<file path="config.mk">
export PLATFORM = sky130hd
export DESIGN_NAME = fetch_ctrl_flat
export DESIGN_NICKNAME = d
export VERILOG_FILES = /design/src/rtl/fetch_ctrl_pkg.sv /design/src/rtl/fetch_ctrl_if.sv /design/src/rtl/fetch_redir_pend.sv /design/src/rtl/fetch_ctrl.sv /design/src/flat_wrapper.sv
export SDC_FILE = /design/constraint.sdc
export NUM_CORES = 1
export LEC_CHECK = 0
export CAP_MARGIN = 20
export CORE_UTILIZATION = 42
export CTS_CLUSTER_SIZE = 30
export DETAILED_ROUTE_END_ITERATION = 7
export PLACE_DENSITY = 0.86
export SYNTH_ARGS = -nofsm -noshare
export SYNTH_HDL_FRONTEND = slang
export SYNTH_SLANG_ARGS = --single-unit
export TNS_END_PERCENT = 1
</file>
<file path="constraint.sdc">
create_clock -name clk -period 1.8 [get_ports clk]
set_clock_uncertainty 0.05 [all_clocks]
set_input_delay 0.18 -clock clk [delete_from_list [all_inputs] [get_ports clk]]
set_output_delay 0.18 -clock clk [all_outputs]
set_load 0.05 [all_outputs]
</file>
<file path="src/rtl/fetch_ctrl_pkg.sv">
// Shared types for the fetch sequencing controller: state and redirect-kind encodings.
// FC_ADDR_W is the project-wide instruction address width.
package fetch_ctrl_pkg;

    localparam int FC_ADDR_W = 32;

    typedef enum logic [1:0] {
        FC_IDLE = 2'd0,
        FC_RUN  = 2'd1,
        FC_HALT = 2'd2
    } fc_state_e;

    typedef enum logic [1:0] {
        RK_NONE = 2'd0,
        RK_BR   = 2'd1,
        RK_TRAP = 2'd2
    } redir_kind_e;

    // A trap always beats a branch raised in the same cycle.
    function automatic redir_kind_e fc_req_kind(input logic trap_v, input logic br_v);
        if (trap_v) return RK_TRAP;
        if (br_v)   return RK_BR;
        return RK_NONE;
    endfunction

endpackage

</file>
<file path="src/rtl/fetch_ctrl_if.sv">
// Bundle of redirect/stall requests into the controller and its fetch-facing outputs.
// master = controller side, slave = pipeline/environment side.
interface fetch_ctrl_if #(
    parameter int ADDR_W = fetch_ctrl_pkg::FC_ADDR_W
);
    logic              start_i;
    logic              halt_i;
    logic              dec_stall_i;
    logic              imem_rdy_i;
    logic              br_v_i;
    logic [ADDR_W-1:0] br_addr_i;
    logic              trap_v_i;
    logic [ADDR_W-1:0] trap_addr_i;
    logic              stall_o;
    logic              branch_o;
    logic [ADDR_W-1:0] baddr_o;
    logic              flush_o;
    logic              running_o;

    modport master (
        input  start_i, halt_i, dec_stall_i, imem_rdy_i,
        input  br_v_i, br_addr_i, trap_v_i, trap_addr_i,
        output stall_o, branch_o, baddr_o, flush_o, running_o
    );

    modport slave (
        output start_i, halt_i, dec_stall_i, imem_rdy_i,
        output br_v_i, br_addr_i, trap_v_i, trap_addr_i,
        input  stall_o, branch_o, baddr_o, flush_o, running_o
    );
endinterface

</file>
<file path="src/rtl/fetch_redir_pend.sv">
// One-entry pending-redirect register. A trap overwrites anything; a branch
// never displaces a still-valid pending trap.
module fetch_redir_pend #(
    parameter int ADDR_W = fetch_ctrl_pkg::FC_ADDR_W
) (
    input  logic              clk,
    input  logic              rst,
    input  logic              clr_i,
    input  logic              wr_i,
    input  logic              wr_trap_i,
    input  logic [ADDR_W-1:0] wr_addr_i,
    output logic              pend_v_o,
    output logic              pend_trap_o,
    output logic [ADDR_W-1:0] pend_addr_o
);
    logic              pend_v_q, pend_v_d;
    logic              pend_trap_q, pend_trap_d;
    logic [ADDR_W-1:0] pend_addr_q, pend_addr_d;
    logic              keep_v;

    // Entry survives this cycle only if it is not being consumed.
    assign keep_v = pend_v_q & ~clr_i;

    always_comb begin
        pend_v_d    = keep_v;
        pend_trap_d = pend_trap_q;
        pend_addr_d = pend_addr_q;
        if (wr_i && (wr_trap_i || !keep_v || !pend_trap_q)) begin
            pend_v_d    = 1'b1;
            pend_trap_d = wr_trap_i;
            pend_addr_d = wr_addr_i;
        end
    end

    always_ff @(posedge clk) begin
        if (rst) begin
            pend_v_q    <= 1'b0;
            pend_trap_q <= 1'b0;
            pend_addr_q <= '0;
        end else begin
            pend_v_q    <= pend_v_d;
            pend_trap_q <= pend_trap_d;
            pend_addr_q <= pend_addr_d;
        end
    end

    assign pend_v_o    = pend_v_q;
    assign pend_trap_o = pend_trap_q;
    assign pend_addr_o = pend_addr_q;
endmodule

</file>
<file path="src/rtl/fetch_ctrl.sv">
// Fetch-stage sequencer: run/halt FSM, redirect arbitration and stall merging.
// Optional perf counters (stall_cnt_o, redir_cnt_o) are built when FETCH_CTRL_PERF_EN is defined.
module fetch_ctrl
    import fetch_ctrl_pkg::*;
#(
    parameter int              ADDR_W  = FC_ADDR_W,
    parameter logic [ADDR_W-1:0] RST_VEC = '0
) (
    input  logic        clk,
    input  logic        rst,
    fetch_ctrl_if.master bus
`ifdef FETCH_CTRL_PERF_EN
    ,
    output logic [31:0] stall_cnt_o,
    output logic [31:0] redir_cnt_o
`endif
);
    fc_state_e         state_q, state_d;
    logic              first_q, first_d;
    redir_kind_e       req_kind;
    logic              has_req;
    logic              in_run;
    logic              issue;
    logic              pend_v, pend_trap;
    logic [ADDR_W-1:0] pend_addr;
    logic              pend_wr;
    logic [ADDR_W-1:0] req_addr;
    logic [ADDR_W-1:0] target;

    assign req_kind = fc_req_kind(bus.trap_v_i, bus.br_v_i);
    assign has_req  = (req_kind != RK_NONE);
    assign req_addr = (req_kind == RK_TRAP) ? bus.trap_addr_i : bus.br_addr_i;
    assign in_run   = (state_q == FC_RUN);
    assign issue    = in_run & (pend_v | first_q | has_req);

    // In RUN only a live branch that loses to the pending entry needs storing;
    // outside RUN every request is captured for the first RUN cycle.
    assign pend_wr = in_run ? (pend_v & (req_kind == RK_BR)) : has_req;

    fetch_redir_pend #(.ADDR_W(ADDR_W)) u_pend (
        .clk         (clk),
        .rst         (rst),
        .clr_i       (issue),
        .wr_i        (pend_wr),
        .wr_trap_i   (req_kind == RK_TRAP),
        .wr_addr_i   (req_addr),
        .pend_v_o    (pend_v),
        .pend_trap_o (pend_trap),
        .pend_addr_o (pend_addr)
    );

    always_comb begin
        target = RST_VEC;
        if (req_kind == RK_TRAP) target = bus.trap_addr_i;
        else if (pend_v)         target = pend_addr;
        else if (req_kind == RK_BR) target = bus.br_addr_i;
    end

    always_comb begin
        state_d      = state_q;
        first_d      = first_q;
        bus.stall_o  = 1'b1;
        bus.branch_o = 1'b0;
        bus.baddr_o  = '0;
        bus.flush_o  = 1'b0;
        case (state_q)
            FC_IDLE: begin
                if (bus.start_i) begin
                    state_d = FC_RUN;
                    first_d = 1'b1;
                end
            end
            FC_RUN: begin
                if (issue) begin
                    bus.stall_o  = 1'b0;
                    bus.branch_o = 1'b1;
                    bus.baddr_o  = target;
                    bus.flush_o  = 1'b1;
                    first_d      = 1'b0;
                end else begin
                    bus.stall_o = bus.dec_stall_i | ~bus.imem_rdy_i;
                end
                if (bus.halt_i) state_d = FC_HALT;
            end
            FC_HALT: begin
                if (bus.start_i) state_d = FC_RUN;
            end
            default: state_d = FC_IDLE;
        endcase
    end

    always_ff @(posedge clk) begin
        if (rst) begin
            state_q <= FC_IDLE;
            first_q <= 1'b0;
        end else begin
            state_q <= state_d;
            first_q <= first_d;
        end
    end

    assign bus.running_o = in_run;

`ifdef FETCH_CTRL_PERF_EN
    logic [31:0] stall_cnt_q, stall_cnt_d;
    logic [31:0] redir_cnt_q, redir_cnt_d;

    always_comb begin
        stall_cnt_d = stall_cnt_q;
        redir_cnt_d = redir_cnt_q;
        if (in_run && bus.stall_o && stall_cnt_q != 32'hFFFF_FFFF)
            stall_cnt_d = stall_cnt_q + 32'd1;
        if (bus.branch_o && redir_cnt_q != 32'hFFFF_FFFF)
            redir_cnt_d = redir_cnt_q + 32'd1;
    end

    always_ff @(posedge clk) begin
        if (rst) begin
            stall_cnt_q <= '0;
            redir_cnt_q <= '0;
        end else begin
            stall_cnt_q <= stall_cnt_d;
            redir_cnt_q <= redir_cnt_d;
        end
    end

    assign stall_cnt_o = stall_cnt_q;
    assign redir_cnt_o = redir_cnt_q;
`else
    // pend_trap only steers the overwrite rule inside the pending register.
    logic unused_pend_trap;
    assign unused_pend_trap = pend_trap;
`endif
endmodule

</file>
<file path="src/flat_wrapper.sv">
// flat-port wrapper written by rule: the top's interface ports become plain ports
module fetch_ctrl_flat import fetch_ctrl_pkg::*;
#(
    parameter int              ADDR_W  = FC_ADDR_W,
    parameter logic [ADDR_W-1:0] RST_VEC = '0
)
  (clk, rst, bus_start_i, bus_halt_i, bus_dec_stall_i, bus_imem_rdy_i, bus_br_v_i, bus_br_addr_i, bus_trap_v_i, bus_trap_addr_i, bus_stall_o, bus_branch_o, bus_baddr_o, bus_flush_o, bus_running_o);
  fetch_ctrl_if #(.ADDR_W(ADDR_W)) bus_i ();
  input  logic clk;
  input  logic rst;
  input wire logic [$bits(bus_i.start_i)-1:0] bus_start_i;
  input wire logic [$bits(bus_i.halt_i)-1:0] bus_halt_i;
  input wire logic [$bits(bus_i.dec_stall_i)-1:0] bus_dec_stall_i;
  input wire logic [$bits(bus_i.imem_rdy_i)-1:0] bus_imem_rdy_i;
  input wire logic [$bits(bus_i.br_v_i)-1:0] bus_br_v_i;
  input wire logic [$bits(bus_i.br_addr_i)-1:0] bus_br_addr_i;
  input wire logic [$bits(bus_i.trap_v_i)-1:0] bus_trap_v_i;
  input wire logic [$bits(bus_i.trap_addr_i)-1:0] bus_trap_addr_i;
  output wire logic [$bits(bus_i.stall_o)-1:0] bus_stall_o;
  output wire logic [$bits(bus_i.branch_o)-1:0] bus_branch_o;
  output wire logic [$bits(bus_i.baddr_o)-1:0] bus_baddr_o;
  output wire logic [$bits(bus_i.flush_o)-1:0] bus_flush_o;
  output wire logic [$bits(bus_i.running_o)-1:0] bus_running_o;
  assign bus_i.start_i = bus_start_i;
  assign bus_i.halt_i = bus_halt_i;
  assign bus_i.dec_stall_i = bus_dec_stall_i;
  assign bus_i.imem_rdy_i = bus_imem_rdy_i;
  assign bus_i.br_v_i = bus_br_v_i;
  assign bus_i.br_addr_i = bus_br_addr_i;
  assign bus_i.trap_v_i = bus_trap_v_i;
  assign bus_i.trap_addr_i = bus_trap_addr_i;
  assign bus_stall_o = bus_i.stall_o;
  assign bus_branch_o = bus_i.branch_o;
  assign bus_baddr_o = bus_i.baddr_o;
  assign bus_flush_o = bus_i.flush_o;
  assign bus_running_o = bus_i.running_o;
  fetch_ctrl #(.ADDR_W(ADDR_W), .RST_VEC(RST_VEC)) u_core (.clk(clk), .rst(rst), .bus(bus_i));
endmodule
</file>
==> results.txt <==
- Outcome: finished with violations
- Violated checks: negative setup slack
- Pin count of the biggest net entering global routing: 46
- Total wire length after detailed routing: 10,100 um
* Effective utilization at floorplan: 43.9%
- Vias/cell: 6.18
- For this block, the initial DRC count from the detailed router was 326.
* Unrepaired setup endpoints after global routing: yes
- For this run, the total global-route usage over all layers was measured as 32.8%.
- # rows: 27
* Post-DRT Antenna Nets: 0
* Net count after synthesis: 371
- IR analysis of the VDD net gives a maximum drop of 368 uV.
* Via count of the first global-routing pass: 3,116
- Synthesis-to-layout area growth: 95.9%
- Clk buf depth: 2
- Switching part of the total power: 36.2%
- Proportion of power drawn by flip-flops and latches: 31.7%
- The path class of the tightest hold or removal check is in2reg.
- Subtracting the final worst setup slack from the clock period gives 1.89 ns.
- For this design the static power due to leakage is 1.75 nW.
- Tcrit/Tclk final: 105%
* Crit Path Category: reg2out
- Data arrives at the worst endpoint at 1.66 ns.
* Weighted congestion reported at the end of routability-driven placement: 0.767
* Sequential cell area fraction in the yosys report: 30.5%
- Number of top-level pins: 108
- Worst flop-to-flop path endpoint: u_core.u_pend.pend_addr_o[29]
* Detailed-route wire length per cell: 20.7 um
- Clock tree from TritonCTS: done
- Chain of cells forming the critical path: nor4_4 > nand2b_4 > buf_4 > nor3_4 > buf_12
- Core Box Area: 0.00554 mm2
* Max-cap check violation count: 0
- Slowest Stage Delay on Critical Path: 0.34 ns
* Worst path slowest cell: sky130_fd_sc_hd__dfxtp_2
- With fillers left out, the area of the finished cells amounts to 0.00476 mm2.
* Drt first pass iters: 6
* Register-to-register setup slack: 0.08 ns
- Startpoint of the worst hold path: bus_trap_v_i
* Slew @ Worst Pin: 0.453 ns
- Synthesis instantiated 28 different standard cells from the library.
* Synthesized cell area: 0.00243 mm2
- Of all nets on the critical path, the largest fanout is 5.
- Global-route wire length before repair: 15,700 um
* Vias post-DR: 3,018
* Final slew viol count: 0
- The number of antenna diodes in the final layout is 0.
- Pwr per Cell Area: 647 mW/mm2
- Max Clk Rate: 530 MHz
- The synthesized design contains 37 register bits.
- Height of the chip: 78.1 um
- Port bufs: 107
* Aggregate negative setup slack: -1.83 ns
* Reg2reg start: u_core.u_pend.pend_v_o
- Avg Cell Area, Syn: 8.13 um2
* Post-synthesis instance total: 299
- Of the cells placed in the final design, the portion with a size suffix greater than 1 is 37.7%.
* Final setup violation count: 35
- WHS Endpoint: u_core.u_pend.pend_trap_o
- Combinational group share of total power: 43.7%
- STA classifies the critical path endpoint as a primary output.
- GRT overflow: 0
* Setup WS post-layout: -0.0883 ns
- Die boundary width: 78.1 um
* Worst Path Required: 1.57 ns
- Hpwl dp: 6340 um
- The cell sitting at the root of the clock tree is a sky130_fd_sc_hd__clkbuf_8.
* Number of endpoints with negative hold slack in the final report: 0
- In this run the tightest slew margin relative to its limit is 69.7%.
- Clock buffer count from CTS: 5
- The clock net in this run drives a total of 37 sinks.
- Power spent charging and discharging nets: 1.12 mW
* Net total in the final layout: 487
* Hold depth: 4
* DIE AREA: 0.00610 mm2
- The initial antenna violation count was 0.
- Yosys printed 0 warnings.
* Share of total power in the clock network: 24.6%
- STA classifies the critical path startpoint as a register.
* Count of unresolved DRC violations after routing: 0
- The clock reaches the later pin of the worst-skew pair after 0.30 ns.
- Number of cells traversed by the worst register-to-register path: 5
* Setup Fix Bufs, Post-CTS: 0
* Cell internal pwr: 1.97 mW
- Total placed instance area: 0.00441 mm2
- Clock-pin slew was measured on the worst setup and hold paths at 0.08 ns.
* Max H-tree Level: 2
## worst max-delay path by stage
stage	start	endpoint	cells past startpoint
2_1_floorplan	u_core.state_q[1]	bus_baddr_o[0]	6
3_3_place_gp	bus_br_v_i	bus_baddr_o[23]	7
3_5_place_dp	bus_br_v_i	bus_baddr_o[22]	7
4_1_cts	u_core.first_q	bus_baddr_o[8]	5
5_1_grt	u_core.u_pend.pend_v_o	bus_baddr_o[29]	5
6_report	u_core.first_q	bus_baddr_o[20]	5
## registers in the layout (all words and copies together) (netlist names)
signal / cells
u_core.first_q: 1
u_core.state_q: 2
u_core.u_pend.pend_addr_o: 32
u_core.u_pend.pend_trap_o: 1
u_core.u_pend.pend_v_o: 1
## logic make-up (layout without fill, tap and decap cells)
logic type,Yosys count,count (layout),synth area share [%]
flops,37,37,30.5
compound gates,105,105,34.8
buf+inv,41,157,10.1
simple gates,116,117,24.6
## per-stage QoR
| stage | instances | power, mW | util, % | hold WS [ns] | setup slack (ns) |
|---|---|---|---|---|---|
| 2_1_floorplan | 299 | 1.66 | - | 0.271 | -0.0796 |
| 3_3_place_gp | 478 | 2.18 | 79.5 | 0.450 | -0.0580 |
| 3_5_place_dp | 478 | 2.22 | 79.5 | 0.458 | -0.157 |
| 4_1_cts | 486 | 3.01 | 84.6 | 0.405 | -0.0464 |
| 5_1_grt | 488 | 3.20 | 86.0 | 0.446 | -0.123 |
| 6_report | 488 | 3.08 | 86.0 | 0.452 | -0.0883 |
## Yosys cell counts
master                     count  area (um2)
sky130_fd_sc_hd__a211oi_1     18         135
sky130_fd_sc_hd__a21oi_1      36         180
sky130_fd_sc_hd__a21oi_2       1        8.76
sky130_fd_sc_hd__a221oi_1     14         123
sky130_fd_sc_hd__a311oi_1      1        8.76
sky130_fd_sc_hd__a31oi_1       1        6.26
sky130_fd_sc_hd__buf_1         2        7.51
sky130_fd_sc_hd__buf_2        11        55.1
sky130_fd_sc_hd__buf_4         6        45.0
sky130_fd_sc_hd__buf_6         7        78.8
sky130_fd_sc_hd__clkbuf_1      9        33.8
sky130_fd_sc_hd__dfxtp_1      37         741
sky130_fd_sc_hd__inv_1         5        18.8
sky130_fd_sc_hd__inv_4         1        6.26
sky130_fd_sc_hd__nand2_1      19        71.3
sky130_fd_sc_hd__nand2b_1      3        18.8
sky130_fd_sc_hd__nand2b_2      1        8.76
sky130_fd_sc_hd__nand3_2       2        20.0
sky130_fd_sc_hd__nor2_1       22        82.6
sky130_fd_sc_hd__nor2b_1      33         206
sky130_fd_sc_hd__nor2b_2       1        8.76
sky130_fd_sc_hd__nor3_1       33         165
sky130_fd_sc_hd__nor3_2        1        10.0
sky130_fd_sc_hd__nor4_1        1        6.26
sky130_fd_sc_hd__o21a_4        1        15.0
sky130_fd_sc_hd__o21ba_1       1        10.0
sky130_fd_sc_hd__o221a_1      30         338
sky130_fd_sc_hd__o221a_2       2        22.5
## area by class of cell
type / count / area, um2
multi-input cells: 222 / 2000
repair buffers: 143 / 1790
fillers: 272 / 778
flip-flops and latches: 37 / 747
well taps: 72 / 90.1
clock buffers: 5 / 68.8
clock inverters: 3 / 46.3
inverters: 6 / 25.0
## power by group through the flow
stage / sequential, mW / clock (mW) / combinational [mW]
floorplan: 0.954 / 0 / 0.711
global placement: 0.965 / 0 / 1.21
detailed placement: 0.972 / 0 / 1.24
CTS: 0.966 / 0.747 / 1.30
global route: 0.984 / 0.800 / 1.41
finish: 0.978 / 0.758 / 1.35
## layer usage
layer / global-route usage (%) / up-vias / wire (um)
met5: 0 / - / 0
met4: 9.44 / 0 / 259
met3: 5.58 / 26 / 747
met2: 58.9 / 179 / 5080
met1: 40.0 / 1451 / 4010
li1: - / 1362 / -
## worst max-delay path, delay by kind of cell (launching register included)
family / cells / cell delay [ns]
flip-flops: 1 / 0.34
buffers and inverters: 2 / 0.35
AND/OR/NAND/NOR: 3 / 0.67
## what timing repair did
action / in CTS / in global routing
hold buffers: 0 / 0
resized for setup: 35 / 9
gates cloned: 0 / 2
pin swaps: 11 / 4
endpoints found under the setup margin: 35 / 35
## placed cells by master, fill, tap and decap left out, drive strengths merged, types with 14 or more instances in the layout
master         netlist  layout
buf                 26      72
clkdlybuf4s50        0      69
a21oi               37      37
dfxtp               37      37
nor2b               34      34
nor3                34      34
o221a               32      32
nor2                22      22
nand2               19      19
a211oi              18      18
a221oi              14      14
Power figures use the tool's default switching activity.
